$ cat src/rtl/s2p_pkg.sv
// Shared types and constants for the s2p_capture serial-to-parallel receiver.
package s2p_pkg;

    typedef enum logic [1:0] {
        IDLE   = 2'd0,
        SHIFT  = 2'd1,
        RESYNC = 2'd2
    } state_t;

    localparam int ERR_CNT_W   = 8;
    localparam int ERR_CNT_MAX = 255;

endpackage

$ cat src/rtl/s2p_capture.sv
// LSB-first serial-to-parallel receiver with valid/ready output.
// Optional saturating error counter: define S2P_ERR_CNT_EN.
module s2p_capture
    import s2p_pkg::*;
#(
    parameter int BITS = 6
) (
    input  logic            clk,
    input  logic            rst,
    input  logic            sin,
    input  logic            sin_vld,
    input  logic            eos,
    output logic [BITS-1:0] dout,
    output logic            dout_valid,
    input  logic            dout_ready,
    output logic            frm_err,
    output logic            ovf,
    output logic            busy
`ifdef S2P_ERR_CNT_EN
    ,
    input  logic                 err_clr,
    output logic [ERR_CNT_W-1:0] err_cnt
`endif
);

    localparam int CW = $clog2(BITS);
    localparam logic [CW-1:0] LAST = CW'(BITS - 1);

    state_t          r_state;
    state_t          w_next;
    logic [CW-1:0]   r_cnt;
    logic [CW-1:0]   w_cnt_nx;
    logic [BITS-1:0] r_shreg;
    logic [BITS-1:0] r_dout;
    logic            r_dout_valid;
    logic            r_frm_err;
    logic            r_ovf;

    logic            w_wr;
    logic            w_commit;
    logic            w_err;
    logic            w_last;
    logic            w_take;
    logic            w_ovf_ev;
    logic [BITS-1:0] w_word;

    assign w_last = (r_cnt == LAST);
    assign w_word = {sin, r_shreg[BITS-2:0]};

    always_ff @(posedge clk) begin
        if (rst) r_state <= IDLE;
        else     r_state <= w_next;
    end

    always_comb begin
        w_next   = r_state;
        w_cnt_nx = r_cnt;
        w_wr     = 1'b0;
        w_commit = 1'b0;
        w_err    = 1'b0;
        if (sin_vld) begin
            unique case (r_state)
                IDLE: begin
                    if (eos) begin
                        w_err = 1'b1;
                    end else begin
                        w_wr     = 1'b1;
                        w_cnt_nx = CW'(1);
                        w_next   = SHIFT;
                    end
                end
                SHIFT: begin
                    if (eos) begin
                        w_commit = w_last;
                        w_err    = !w_last;
                        w_cnt_nx = '0;
                        w_next   = IDLE;
                    end else if (w_last) begin
                        w_err    = 1'b1;
                        w_cnt_nx = '0;
                        w_next   = RESYNC;
                    end else begin
                        w_wr     = 1'b1;
                        w_cnt_nx = r_cnt + 1'b1;
                    end
                end
                RESYNC: begin
                    if (eos) w_next = IDLE;
                end
                default: w_next = IDLE;
            endcase
        end
    end

    always_comb begin
        busy     = (r_state != IDLE);
        w_take   = w_commit && (!r_dout_valid || dout_ready);
        w_ovf_ev = w_commit && r_dout_valid && !dout_ready;
    end

    always_ff @(posedge clk) begin
        if (rst) begin
            r_cnt   <= '0;
            r_shreg <= '0;
        end else begin
            r_cnt <= w_cnt_nx;
            if (w_wr) r_shreg[r_cnt] <= sin;
        end
    end

    always_ff @(posedge clk) begin
        if (rst) begin
            r_dout       <= '0;
            r_dout_valid <= 1'b0;
            r_frm_err    <= 1'b0;
            r_ovf        <= 1'b0;
        end else begin
            r_frm_err <= w_err;
            r_ovf     <= w_ovf_ev;
            if (w_take) begin
                r_dout       <= w_word;
                r_dout_valid <= 1'b1;
            end else if (r_dout_valid && dout_ready) begin
                r_dout_valid <= 1'b0;
            end
        end
    end

    assign dout       = r_dout;
    assign dout_valid = r_dout_valid;
    assign frm_err    = r_frm_err;
    assign ovf        = r_ovf;

`ifdef S2P_ERR_CNT_EN
    logic [ERR_CNT_W-1:0] r_err_cnt;
    logic [ERR_CNT_W:0]   w_sum;

    assign w_sum = {1'b0, r_err_cnt}
                 + {{ERR_CNT_W{1'b0}}, w_err}
                 + {{ERR_CNT_W{1'b0}}, w_ovf_ev};

    always_ff @(posedge clk) begin
        if (rst || err_clr)
            r_err_cnt <= '0;
        else if (w_sum > (ERR_CNT_W+1)'(ERR_CNT_MAX))
            r_err_cnt <= ERR_CNT_W'(ERR_CNT_MAX);
        else
            r_err_cnt <= w_sum[ERR_CNT_W-1:0];
    end

    assign err_cnt = r_err_cnt;
`endif

endmodule
$ cat config.mk
export PLATFORM = sky130hd
export DESIGN_NAME = s2p_capture
export DESIGN_NICKNAME = d
export VERILOG_FILES = /design/src/rtl/s2p_pkg.sv /design/src/rtl/s2p_capture.sv
export SDC_FILE = /design/constraint.sdc
export NUM_CORES = 1
export LEC_CHECK = 0
export ABC_AREA = 1
export CAP_MARGIN = 15
export CORE_UTILIZATION = 53
export CTS_BUF_LIST = sky130_fd_sc_hd__clkbuf_4
export CTS_CLUSTER_SIZE = 10
export DETAILED_ROUTE_END_ITERATION = 16
export PLACE_DENSITY = 0.77
export SYNTH_ARGS = -nofsm -noshare
export SYNTH_HDL_FRONTEND = slang
export SYNTH_SLANG_ARGS = --single-unit
$ cat constraint.sdc
create_clock -name clk -period 1.87 [get_ports clk]
set_input_delay 0.374 -clock clk [delete_from_list [all_inputs] [get_ports clk]]
set_output_delay 0.374 -clock clk [all_outputs]
set_load 0.1 [all_outputs]
==> impl_metrics.xml, run 1 <==
<?xml version="1.0" encoding="UTF-8"?>
<metrics>
  <group name="global_routing">
    <metric name="grt.total_usage" unit="">0.224</metric>
    <metric name="grt_antenna_before_repair" unit="">0</metric>
    <metric name="grt_pass1_vias" unit="">818</metric>
    <metric name="grt.overflow.total" unit="">0</metric>
    <metric name="grt_pass1_wl" unit="microns">3230</metric>
    <metric name="pin_count_of_the_biggest_net_entering_global_routing" unit="">14</metric>
  </group>
  <group name="setup_path">
    <metric name="path_max_fanout" unit="">8</metric>
    <metric name="crit_type" unit="">reg -&gt; reg</metric>
    <metric name="r2r-start" unit="">r_cnt[0]$_SDFFE_PP0P_</metric>
    <metric name="worstSetupStartpointType" unit="">flip-flop</metric>
    <metric name="cp-end-kind" unit="">flip-flop</metric>
    <metric name="crit_arrival" unit="ns">1.80</metric>
    <metric name="r2r_cells" unit="">8</metric>
    <metric name="r2r_end" unit="">dout[3]$_SDFFE_PP0P_</metric>
    <metric name="required" unit="ns">2.07</metric>
    <metric name="setup.reg_to_reg.worst_slack" unit="ns">0.27</metric>
    <metric name="startpoint" unit="">r_cnt[0]$_SDFFE_PP0P_</metric>
  </group>
  <group name="logic_synthesis">
    <metric name="netlist_area" unit="sq um">935</metric>
    <metric name="ys_seq_area_frac" unit="">0.407</metric>
    <metric name="syn-instance-count" unit="">135</metric>
    <metric name="synthesis.yosys.warnings" unit="">0</metric>
    <metric name="post_synth.cell_area_avg" unit="sq um">6.92</metric>
    <metric name="synth-seq-cells" unit="">19</metric>
    <metric name="synth_cell_types" unit="">20</metric>
    <metric name="mappedNetlistNets" unit="">143</metric>
  </group>
  <group name="route">
    <metric name="vias" unit="">913</metric>
    <metric name="drt_pre_antenna_iters" unit="">6</metric>
    <metric name="detail_route.iter0.violations" unit="">28</metric>
    <metric name="routedWlPerCell" unit="microns">11.3</metric>
    <metric name="route.detailed.vias_per_inst" unit="">5.40</metric>
    <metric name="antenna_violating_nets_left" unit="">0</metric>
    <metric name="total_wirelength" unit="microns">1920</metric>
    <metric name="drc_errors" unit="">0</metric>
  </group>
  <group name="placement">
    <metric name="placement.cell_area" unit="sq um">1090</metric>
    <metric name="routabilityCongestion" unit="">0.944</metric>
    <metric name="pre_cts_slack" unit="ns">0.0600</metric>
    <metric name="dpl.hpwl" unit="microns">1430</metric>
    <metric name="numPlacedInstances" unit="">165</metric>
    <metric name="io_buffer_count" unit="">15</metric>
  </group>
  <group name="pwr">
    <metric name="power-per-cell-area" unit="nW/um^2">682</metric>
    <metric name="power" unit="W">0.000764</metric>
    <metric name="total_leakage_power" unit="nW">0.487</metric>
    <metric name="ir_drop" unit="mV">0.540</metric>
  </group>
  <group name="sta">
    <metric name="fin_worst_skew" unit="ns">0.00389</metric>
    <metric name="tightest_slew" unit="ns">0.309</metric>
    <metric name="timing.setup.tns" unit="ns">0</metric>
    <metric name="period_minus_slack" unit="ns">1.60</metric>
    <metric name="finalSetupViolations" unit="">0</metric>
    <metric name="timing_hold_violations_final" unit="">0</metric>
    <metric name="fin_ws" unit="ns">0.273</metric>
    <metric name="drv_slew" unit="">0</metric>
    <metric name="min_period_over_period" unit="">0.854</metric>
    <metric name="max-slew-margin-rel" unit="">0.794</metric>
    <metric name="fmax" unit="MHz">626</metric>
    <metric name="rsz0062_at_grt" unit="">no</metric>
  </group>
  <group name="cells_and_area">
    <metric name="layout-drive-gt1-share" unit="">0.150</metric>
    <metric name="stdcell_area" unit="sq um">1120</metric>
    <metric name="finalNetCount" unit="">162</metric>
    <metric name="syn2layout_area_growth" unit="%">19.8</metric>
    <metric name="antennaDiodeCount" unit="">0</metric>
    <metric name="final-instance-count-excl-fill" unit="">169</metric>
  </group>
  <group name="cts">
    <metric name="clock-root-buffer" unit="">sky130_fd_sc_hd__clkbuf_4</metric>
    <metric name="clkSinkCount" unit="">19</metric>
    <metric name="ctsHtreeMaxLevel" unit="">1</metric>
    <metric name="tritoncts_clock_tree" unit="">built</metric>
    <metric name="insertion_delay" unit="ns">0.30</metric>
    <metric name="clk_transition_reported_paths" unit="ns">0.11</metric>
    <metric name="cts_buffers" unit="">3</metric>
    <metric name="clock_path_buffers" unit="">2</metric>
  </group>
  <group name="floorplan">
    <metric name="die_width" unit="microns">44.0</metric>
    <metric name="core_area" unit="sq um">1580</metric>
    <metric name="start_util" unit="">0.593</metric>
    <metric name="overall_die_area" unit="sq um">1940</metric>
    <metric name="dieHeight" unit="microns">44.0</metric>
    <metric name="fp-row-count" unit="">14</metric>
    <metric name="ioPinCount" unit="">16</metric>
  </group>
  <group name="run">
    <metric name="drv.max_cap_violation_count" unit="">0</metric>
  </group>
  <group name="min_path">
    <metric name="hold-path-endpoint" unit="">dout[5]$_SDFFE_PP0P_</metric>
    <metric name="holdCritStartpoint" unit="">dout[5]$_SDFFE_PP0P_</metric>
    <metric name="min-delay-path-class" unit="">reg -&gt; reg</metric>
    <metric name="hold-path-cell-count" unit="">2</metric>
  </group>
  <group name="status">
    <metric name="run_status" unit="">complete, no violations</metric>
  </group>
</metrics>
[worst max path at each step]
stage / to / slack [ns] / depth (start not counted)
after detailed placement: r_shreg[3]$_SDFFE_PP0P_ / 0.06 / 9
final: dout[3]$_SDFFE_PP0P_ / 0.27 / 8
after floorplan: dout[0]$_SDFFE_PP0P_ / 0.14 / 4
after global routing: dout[1]$_SDFFE_PP0P_ / 0.08 / 8
after global placement: dout[2]$_SDFFE_PP0P_ / 0.10 / 7
after CTS: dout[3]$_SDFFE_PP0P_ / 0.15 / 8
[cells by family after synthesis]
kind of cell | share of synthesized area
AOI/OAI and AO/OA | 0.0991
adders and majority gates | 0.0268
buffers and inverters | 0.114
DFF | 0.407
and+or+nand+nor | 0.353
[report_power, final]
group | switching (W) | leakage (nW) | internal, W
Combinational | 0.0000879 | 0.315 | 0.0000435
Sequential | 0.0000101 | 0.154 | 0.000414
Clock | 0.000129 | 0.0177 | 0.0000796
[repair_timing]
item                                    CTS  global route
hold buffers                              0             0
setup buffers                             0             0
hold endpoints to repair                  0             0
endpoints found under the setup margin    0             7
resized for setup                         0             1
[stage by stage]
stage          utilization  hold WS, ns
2_1_floorplan            -        0.450
3_3_place_gp         0.690        0.451
3_5_place_dp         0.690        0.454
4_1_cts              0.707        0.477
5_1_grt              0.710        0.503
6_report             0.710        0.473
[synth_stat cells]
cell | n | share of area
sky130_fd_sc_hd__nand2_1 | 30 | 0.12
sky130_fd_sc_hd__inv_1 | 21 | 0.084
sky130_fd_sc_hd__dfxtp_1 | 19 | 0.41
sky130_fd_sc_hd__nand3_1 | 14 | 0.075
sky130_fd_sc_hd__a21oi_1 | 13 | 0.070
sky130_fd_sc_hd__nor2_1 | 13 | 0.052
sky130_fd_sc_hd__nand4_1 | 6 | 0.040
sky130_fd_sc_hd__o21ai_0 | 4 | 0.021
sky130_fd_sc_hd__ha_1 | 2 | 0.027
sky130_fd_sc_hd__inv_2 | 2 | 0.0080
sky130_fd_sc_hd__nor3_1 | 2 | 0.011
sky130_fd_sc_hd__a211oi_1 | 1 | 0.0080
sky130_fd_sc_hd__buf_2 | 1 | 0.0053
sky130_fd_sc_hd__buf_6 | 1 | 0.012
sky130_fd_sc_hd__clkbuf_1 | 1 | 0.0040
sky130_fd_sc_hd__nand2_2 | 1 | 0.0067
sky130_fd_sc_hd__nand2_4 | 1 | 0.012
sky130_fd_sc_hd__nor2_2 | 1 | 0.0067
sky130_fd_sc_hd__nor2_8 | 1 | 0.021
sky130_fd_sc_hd__nor3b_1 | 1 | 0.0080
[final cells by class]
class	instances	area (sq um)
clock buffer	3	22.5
clock inverter	1	5.00
fill	135	457
inverter	23	86.3
multi-input combinational	90	453
sequential	19	380
tap	16	20.0
timing repair buffer	17	153
[registers in the layout, indices dropped and copies added, names as in the netlist]
register / count
dout: 6
dout_valid: 1
frm_err: 1
ovf: 1
r_cnt: 3
r_shreg: 5
r_state: 2
[placed cells by master (no fill, tap or decap), drive strengths merged]
master / count
ha: 2
dfxtp: 19
inv: 23
nor2: 15
nand4: 6
nand3: 14
nor3b: 1
clkbuf: 3
a21oi: 13
buf: 12
nand2: 32
nor3: 2
clkinv: 1
clkdlybuf4s50: 5
o21ai: 4
a211oi: 1
[worst max-delay path: stages, from the launching register on]
cell,delay [ns]
sky130_fd_sc_hd__dfxtp_1,0.43
sky130_fd_sc_hd__inv_1,0.14
sky130_fd_sc_hd__nor3_2,0.17
sky130_fd_sc_hd__ha_1,0.19
sky130_fd_sc_hd__nand2_1,0.12
sky130_fd_sc_hd__nor2_8,0.19
sky130_fd_sc_hd__nand2_2,0.11
sky130_fd_sc_hd__nand2_1,0.09
sky130_fd_sc_hd__a21oi_1,0.06
[routing by layer]
metal / global-route usage / vias up / part of all wire
met5: 0 / - / 0
met3: 0.0500 / 4 / 0.063
met2: 0.406 / 30 / 0.50
li1: - / 465 / -
met1: 0.268 / 414 / 0.43
met4: 0.0545 / 0 / 0.010
Note: power is estimated with default switching activity, not from simulation.
==> inputs of run 2 (changes only) <==
ABC_AREA = default   (was 1)
==> impl_metrics.xml, run 2 <==
<?xml version="1.0" encoding="UTF-8"?>
<metrics>
  <group name="logic_synthesis">
    <metric name="ys.flop_type" unit="">sky130_fd_sc_hd__dfxtp_1</metric>
    <metric name="ys_top_cells_by_area" unit="">sky130_fd_sc_hd__dfxtp_1 (42%), sky130_fd_sc_hd__a21oi_1 (6.7%), sky130_fd_sc_hd__nand2b_1 (6.2%)</metric>
    <metric name="asyncSetResetFlopFracSynth" unit="">0</metric>
    <metric name="ys_seq_area_frac" unit="">0.422</metric>
    <metric name="synth_top_cell_by_area" unit="">sky130_fd_sc_hd__dfxtp_1</metric>
    <metric name="yosys-top-cells-count" unit="">sky130_fd_sc_hd__dfxtp_1 (19), sky130_fd_sc_hd__a21oi_1 (12), sky130_fd_sc_hd__nand2b_1 (9), sky130_fd_sc_hd__nand3_1 (9), sky130_fd_sc_hd__o21ai_0 (7)</metric>
    <metric name="netlist_area" unit="sq um">902</metric>
    <metric name="synth_enable_flop_cells" unit="">0</metric>
    <metric name="synth_top_cell_area_share" unit="">0.422</metric>
    <metric name="synthesis.yosys.warnings" unit="">0</metric>
    <metric name="synth_cell_types" unit="">30</metric>
    <metric name="synth-seq-cells" unit="">19</metric>
    <metric name="syn-instance-count" unit="">102</metric>
    <metric name="mappedNetlistNets" unit="">110</metric>
    <metric name="yosysMostFrequentCell" unit="">sky130_fd_sc_hd__dfxtp_1</metric>
    <metric name="post_synth.cell_area_avg" unit="sq um">8.84</metric>
  </group>
  <group name="setup_path">
    <metric name="path_max_fanout" unit="">13</metric>
    <metric name="crit_path_cell_trace" unit="">or2_2, buf_12</metric>
    <metric name="critical-path-top-delay-family" unit="">flip-flops</metric>
    <metric name="cp.buffers_inverters" unit="">1</metric>
    <metric name="startpoint" unit="">r_state[0]$_SDFFE_PP0P_</metric>
    <metric name="required" unit="ns">1.50</metric>
    <metric name="setup.reg_to_reg.worst_slack" unit="ns">0.29</metric>
    <metric name="crit_arrival" unit="ns">1.28</metric>
    <metric name="r2r-start" unit="">r_cnt[1]$_SDFFE_PP0P_</metric>
    <metric name="worstSetupStartpointType" unit="">flip-flop</metric>
    <metric name="crit_type" unit="">reg -&gt; out</metric>
    <metric name="cp_peak_stage_delay" unit="ns">0.45</metric>
    <metric name="cp-end-kind" unit="">output port</metric>
    <metric name="slowest_stage" unit="">sky130_fd_sc_hd__dfxtp_1</metric>
  </group>
  <group name="floorplan">
    <metric name="ioPinCount" unit="">16</metric>
    <metric name="dieHeight" unit="microns">43.3</metric>
    <metric name="start_util" unit="">0.585</metric>
    <metric name="core_area" unit="sq um">1540</metric>
    <metric name="fp-row-count" unit="">14</metric>
    <metric name="overall_die_area" unit="sq um">1870</metric>
    <metric name="die_width" unit="microns">43.3</metric>
  </group>
  <group name="placement">
    <metric name="routabilityCongestion" unit="">0.887</metric>
    <metric name="dpl.hpwl" unit="microns">1330</metric>
    <metric name="io_buffer_count" unit="">15</metric>
    <metric name="placement.cell_area" unit="sq um">1100</metric>
  </group>
  <group name="sta">
    <metric name="timing_hold_violations_final" unit="">0</metric>
    <metric name="drv_slew" unit="">0</metric>
    <metric name="fmax" unit="MHz">604</metric>
    <metric name="fin_worst_skew" unit="ns">0.00145</metric>
    <metric name="min_period_over_period" unit="">0.886</metric>
    <metric name="max-slew-margin-rel" unit="">0.731</metric>
    <metric name="finalSetupViolations" unit="">0</metric>
    <metric name="rsz0062_at_grt" unit="">no</metric>
    <metric name="tightest_slew" unit="ns">0.403</metric>
    <metric name="period_minus_slack" unit="ns">1.66</metric>
  </group>
  <group name="run">
    <metric name="drv.max_cap_violation_count" unit="">0</metric>
  </group>
  <group name="cells_and_area">
    <metric name="layout_commonest_cell" unit="">sky130_fd_sc_hd__dfxtp_1</metric>
    <metric name="utilization" unit="">0.729</metric>
    <metric name="antennaDiodeCount" unit="">0</metric>
    <metric name="finalNetCount" unit="">131</metric>
    <metric name="stdcell_area" unit="sq um">1120</metric>
    <metric name="fillers" unit="">132</metric>
    <metric name="layout_common_cells" unit="">sky130_fd_sc_hd__dfxtp_1 (19), sky130_fd_sc_hd__buf_4 (15), sky130_fd_sc_hd__a21oi_1 (12)</metric>
    <metric name="layout-drive-gt1-share" unit="">0.205</metric>
    <metric name="largest_reg_flops" unit="">6</metric>
    <metric name="syn2layout_area_growth" unit="%">24.5</metric>
  </group>
  <group name="cts">
    <metric name="clock-root-buffer" unit="">sky130_fd_sc_hd__clkbuf_4</metric>
    <metric name="postCtsResizedCells" unit="">0</metric>
    <metric name="ctsHtreeMaxLevel" unit="">1</metric>
    <metric name="clkSinkCount" unit="">19</metric>
    <metric name="insertion_delay" unit="ns">0.30</metric>
    <metric name="clock_path_buffers" unit="">2</metric>
    <metric name="tritoncts_clock_tree" unit="">built</metric>
    <metric name="ctsHoldBuffers" unit="">0</metric>
    <metric name="post-cts-setup-buffers" unit="">0</metric>
    <metric name="cts_buffers" unit="">3</metric>
    <metric name="clk_transition_reported_paths" unit="ns">0.11</metric>
  </group>
  <group name="route">
    <metric name="route.detailed.vias_per_inst" unit="">5.92</metric>
    <metric name="detail_route.iter0.violations" unit="">5</metric>
    <metric name="drc_errors" unit="">0</metric>
    <metric name="drt_pre_antenna_iters" unit="">4</metric>
    <metric name="total_wirelength" unit="microns">1860</metric>
    <metric name="antenna_violating_nets_left" unit="">0</metric>
    <metric name="routedWlPerCell" unit="microns">13.5</metric>
    <metric name="vias" unit="">817</metric>
  </group>
  <group name="pwr">
    <metric name="ir_drop" unit="mV">0.541</metric>
    <metric name="total_leakage_power" unit="nW">0.464</metric>
    <metric name="power-per-cell-area" unit="nW/um^2">660</metric>
    <metric name="power" unit="W">0.000741</metric>
  </group>
  <group name="global_routing">
    <metric name="grt.overflow.total" unit="">0</metric>
    <metric name="grt.total_usage" unit="">0.210</metric>
    <metric name="pin_count_of_the_biggest_net_entering_global_routing" unit="">14</metric>
    <metric name="grt_pass1_wl" unit="microns">2940</metric>
    <metric name="grt_pass1_vias" unit="">699</metric>
    <metric name="grt_antenna_before_repair" unit="">0</metric>
  </group>
  <group name="min_path">
    <metric name="holdCritStartpoint" unit="">r_shreg[2]$_SDFFE_PP0P_</metric>
    <metric name="min-delay-path-class" unit="">reg -&gt; reg</metric>
  </group>
  <group name="status">
    <metric name="run_status" unit="">complete, no violations</metric>
  </group>
</metrics>
## run 2: cell types whose count changed in the layout (fill, tap and decap cells not counted), moves of 4 or more
cell                       before  now
sky130_fd_sc_hd__nand2_1       30    0
sky130_fd_sc_hd__inv_1         21    5
sky130_fd_sc_hd__nor2_1        13    3
sky130_fd_sc_hd__nand2b_1       0    9
sky130_fd_sc_hd__nand4_1        6    0
sky130_fd_sc_hd__mux2i_1        0    5
sky130_fd_sc_hd__nand3_1       14    9
sky130_fd_sc_hd__buf_4         11   15
## run 2: layout make-up
type	count	area, sq um	share of cell area
repair buffers	22	203	0.180
multi-input cells	72	474	0.422
inverters	5	18.8	0.0167
clock buffers	3	22.5	0.0200
flip-flops and latches	19	380	0.339
well taps	16	20.0	0.0178
clock inverters	1	5.00	0.00445
## run 2: cells by family (layout without fill, tap and decap cells)
family / count (synthesis) / count (layout) / synth area share
and+or+nand+nor: 37 / 37 / 0.258
AOI/OAI and AO/OA: 28 / 28 / 0.184
DFF: 19 / 19 / 0.422
buffers and inverters: 11 / 31 / 0.0527
muxes: 5 / 5 / 0.0555
adders and majority gates: 2 / 2 / 0.0277
## run 2: tightest hold or removal path: stages (launching register included)
cell                      delay (ns)
sky130_fd_sc_hd__dfxtp_1        0.33
sky130_fd_sc_hd__nand3_1        0.06
sky130_fd_sc_hd__a21oi_1        0.05
## run 2: per-layer routing
layer,track usage,wire length [microns],vias up
met4,0.127,42,0
li1,-,-,409
met1,0.280,913,384
met3,0.0255,68,5
met2,0.319,836,19
met5,0,0,-
## run 2: final timing paths
path                              to  cells after the start
max                             busy                      2
max reg2reg  r_shreg[2]$_SDFFE_PP0P_                      6
min reg2reg     dout[2]$_SDFFE_PP0P_                      2
min             dout[2]$_SDFFE_PP0P_                      2
## run 2: power breakdown
group          switching (W)  internal (W)  total (W)
Clock               0.000132     0.0000800   0.000212
Sequential         0.0000101      0.000411   0.000421
Combinational      0.0000612     0.0000466   0.000108
Total               0.000203      0.000538   0.000741
## run 2: metrics by stage
| step | TNS, ns | std cells | setup slack [ns] | hold slack (ns) |
|---|---|---|---|---|
| after floorplan | 0 | 102 | 0.275 | 0.444 |
| after global placement | -0.108 | 134 | -0.0432 | 0.458 |
| after detailed placement | -0.259 | 134 | -0.0783 | 0.463 |
| after CTS | 0 | 138 | 0.226 | 0.479 |
| after global routing | 0 | 138 | 0.122 | 0.495 |
| final | 0 | 138 | 0.213 | 0.479 |
==> RTL change 1: new RTL, flow settings as in run 2 <==
Change the parameter `BITS` from 6 to 12.
--- a/src/rtl/s2p_capture.sv
+++ b/src/rtl/s2p_capture.sv
@@ -5,3 +5,3 @@
 #(
-    parameter int BITS = 6
+    parameter int BITS = 12
 ) (
Ports: changed (resized dout); port bits go from 16 to 22. No check against the original RTL was run, so the function may have changed too.
==> RTL change 1 against run 2 <==
Wire length is 68% higher. Critical endpoint is now r_shreg[3]$_SDFFE_PP0P_. Count of clock-buffer cells in the layout is 3 higher. Area after synthesis is 67% higher. Worst setup slack worse by 0.18 ns. Largest cell class unchanged. Critical path depth is 6 higher. Hold slack better by 0.0036 ns. Sequential cell count is 13 higher. Maximum frequency is 9.8% lower. First-iteration DRC count grew to 5.8 times the old value. Power is 63% higher. Synthesized cell count is 49% higher. Design area is 79% higher.
==> RTL change 1: results <==
set metrics [dict create \
    place_ws_ns -0.253 \
    use_met2_pct 36.7 \
    grt_start_max_net_pins 24 \
    cts_max_level 2 \
    peakVddDrop_mv 0.564 \
    leakage_uw 0.000847 \
    grt_pass1_vias 1182 \
    critPathMaxStageDelay_ns 0.36 \
    synth.net_count 164 \
    clk_latency_ns 0.33 \
    cp_top_family "simple AND/OR/NAND/NOR gates" \
    clk_pin_slew_ns 0.09 \
    cp_slowest_cell "dfxtp_4" \
    cts_buffers 5 \
    fill_cells 174 \
    power_density_mw_per_mm2 601 \
    final_nets 203 \
    largest_reg_flops 12 \
    use_met3_pct 5.85 \
    place_area_mm2 0.00192 \
    ys_seq_area_share_pct 42.6 \
    post_cts_buffers 2 \
    grt_first_pass_wirelength_um 5350 \
    layout-drive-gt1-share_pct 31.3 \
    wl_met3_um 142 \
    synthCells 152 \
    outcome "finished clean" \
    grt.total_usage_pct 22.7 \
    worstPathArrival_ns 2.03 \
    synthTopCellsByArea "dfxtp_1 43%, mux2i_1 15%, nand2b_1 6.2%" \
    drt_iter0_markers 29 \
    synth_common_cells "32 x dfxtp_1, 23 x mux2i_1, 19 x nor2_1" \
    dpl.cell_count 213 \
    use_met1_pct 27.4 \
    viasPerCell 5.37 \
    wl_um 3120 \
    met1_length_um 1290 \
    cts_resized 6 \
    cp_max_fo 4 \
    synth_cell_types 34 \
    post-dp-hpwl_um 2210 \
]
==> RTL change 1: cell count changes after synthesis, moves of 2 or more <==
| cell | delta |
|---|---|
| ha_1 | +4 |
| nor2b_1 | -2 |
| mux2i_1 | +18 |
| nand2_1 | +11 |
| o2111ai_1 | -3 |
| a21oi_1 | -6 |
| nor2_1 | +16 |
| o21ai_0 | -5 |
| o21ai_1 | +2 |
| o211ai_1 | -2 |
| nand3_1 | -7 |
| nand2b_1 | +6 |
| nor4_4 | +2 |
| dfxtp_1 | +13 |
==> RTL change 1: path summary, 6_finish.rpt <==
check | endpoint | from | slack [ns]
min reg2reg | r_shreg[8]$_SDFFE_PP0P_ | r_shreg[8]$_SDFFE_PP0P_ | 0.48
max reg2reg | r_shreg[3]$_SDFFE_PP0P_ | r_cnt[1]$_SDFFE_PP0P_ | 0.03
max | r_shreg[3]$_SDFFE_PP0P_ | r_cnt[1]$_SDFFE_PP0P_ | 0.03
min | r_shreg[8]$_SDFFE_PP0P_ | r_shreg[8]$_SDFFE_PP0P_ | 0.48
==> RTL change 1: final cells by class <==
type / instances / share of cell area [%]
Multi-Input combinational cell: 108 / 42.6
Inverter: 6 / 1.12
Timing Repair Buffer: 38 / 19.7
Tap cell: 30 / 1.86
Clock buffer: 6 / 2.24
Sequential cell: 32 / 32.1
Clock inverter: 2 / 0.373
==> RTL change 1: cell families after synthesis <==
family          after synthesis  synth area share [%]
fa+ha+maj                     6                  4.99
flops                        32                  42.6
compound gates               14                  5.32
buf+inv                      12                  4.16
mux                          24                  16.0
simple gates                 64                  26.9
==> RTL change 1: power by group <==
group	internal [uW]	leakage [uW]	switching, uW
Sequential	687	0.000259	10.4
Clock	153	0.0000307	217
Combinational	60.1	0.000557	81.1
Total	900	0.000847	309
==> RTL change 2: new RTL, config.mk and constraints of run 2 <==
Without the edit above. Re-encode `state_t` (3 states) as one-hot, 3 bits wide.
--- a/src/rtl/s2p_pkg.sv
+++ b/src/rtl/s2p_pkg.sv
@@ -3,6 +3,6 @@
 
-    typedef enum logic [1:0] {
-        IDLE   = 2'd0,
-        SHIFT  = 2'd1,
-        RESYNC = 2'd2
+    typedef enum logic [2:0] {
+        IDLE   = 3'b001,
+        SHIFT  = 3'b010,
+        RESYNC = 3'b100
     } state_t;
Behaviour: no difference found for any inputs over 10 cycles, from zero or initial values and one cycle with rst high; not proved beyond that.
==> RTL change 2 against run 2 <==
Area after synthesis up 7.4%. Synthesized cell count up 6.9%. Sequential cell count up 1. Design area up 13%. Sequential share of layout area down 2.2 points. Worst setup slack better by 0.0034 ns. Wire length up 11%. Non-clock buffer count up 4. Maximum frequency up 0.20%. Power up 26%. Combinational power up 29%. Largest power group unchanged.
==> RTL change 2: results <==
set metrics [dict create \
    outcome "finished clean" \
    endpoint "r_shreg[1]$_SDFFE_PP0P_" \
    holdPathStages 2 \
    viasPerCell 5.46 \
    met1_length_um 895 \
    hold_ws_ns 0.487 \
    diodes 0 \
    worst_clock_skew_ns 0.00713 \
    use_met2_pct 41.5 \
    place_area_mm2 0.00122 \
    peakVddDrop_mv 0.612 \
    grt_pass1_vias 801 \
    cp_max_fo 4 \
    grt_start_max_net_pins 13 \
    dpl.cell_count 153 \
    p_int_uw 712 \
    p_comb_uw 139 \
    gp_congestion 0.821 \
    synth_cell_types 32 \
    seqPwrFrac_pct 47.3 \
    synth_common_cells "20 x dfxtp_1, 12 x mux2i_1, 11 x nor2_1" \
    use_met1_pct 28.9 \
    routedWlPerCell_um 13.2 \
    cp-startpoint "eos" \
    synthTopCellsByArea "dfxtp_1 41%, mux2i_1 12%, nand2b_1 6.5%" \
    ff2ff_setup_slack_ns 0.23 \
    worstPathArrival_ns 1.86 \
    critPathMaxStageDelay_ns 0.52 \
    worstHoldEndpoint "r_shreg[3]$_SDFFE_PP0P_" \
    period_needed_ns 1.65 \
    grt_first_pass_wirelength_um 3400 \
    fill_cells 135 \
    use_met3_pct 2.40 \
    final_cells 157 \
    place_ws_ns -0.102 \
    final_nets 141 \
    synth.net_count 117 \
    worst_pin_slew_ns 0.290 \
    dr_wl_met2_um 1050 \
    synthCells 109 \
    leakage_uw 0.000506 \
    layout-drive-gt1-share_pct 22.7 \
    wl_met3_um 100 \
    seqCellArea_um2 402 \
    drt_iter0_markers 27 \
    grt.total_usage_pct 23.3 \
    max_freq_mhz 605 \
    post-dp-hpwl_um 1540 \
]
## RTL change 2: cell types whose count changed after synthesis, moves of 3 or more
cell and change:
a21oi_1 -9, nor2_1 +8, mux2i_1 +7, nand3_1 -6
o21ai_0 -5, nand2_1 +4, nor3_1 +3, o2111ai_1 -3
o22ai_1 +3
## RTL change 2: logic make-up after synthesis
kind of cell / count (synthesis) / synth area share, %
AND/OR/NAND/NOR: 48 / 28.6
flip-flops: 20 / 41.3
AO/OA/AOI/OAI: 15 / 10.2
buffers and inverters: 12 / 4.91
multiplexers: 12 / 12.4
adder cells (fa/ha/maj): 2 / 2.58
## RTL change 2: layout make-up
| type | count | share of cell area, % |
|---|---|---|
| multi-input cells | 77 | 41.0 |
| flip-flops and latches | 20 | 31.6 |
| repair buffers | 26 | 19.3 |
| well taps | 25 | 2.46 |
| clock inverters | 1 | 2.36 |
| clock buffers | 3 | 1.77 |
| inverters | 5 | 1.48 |
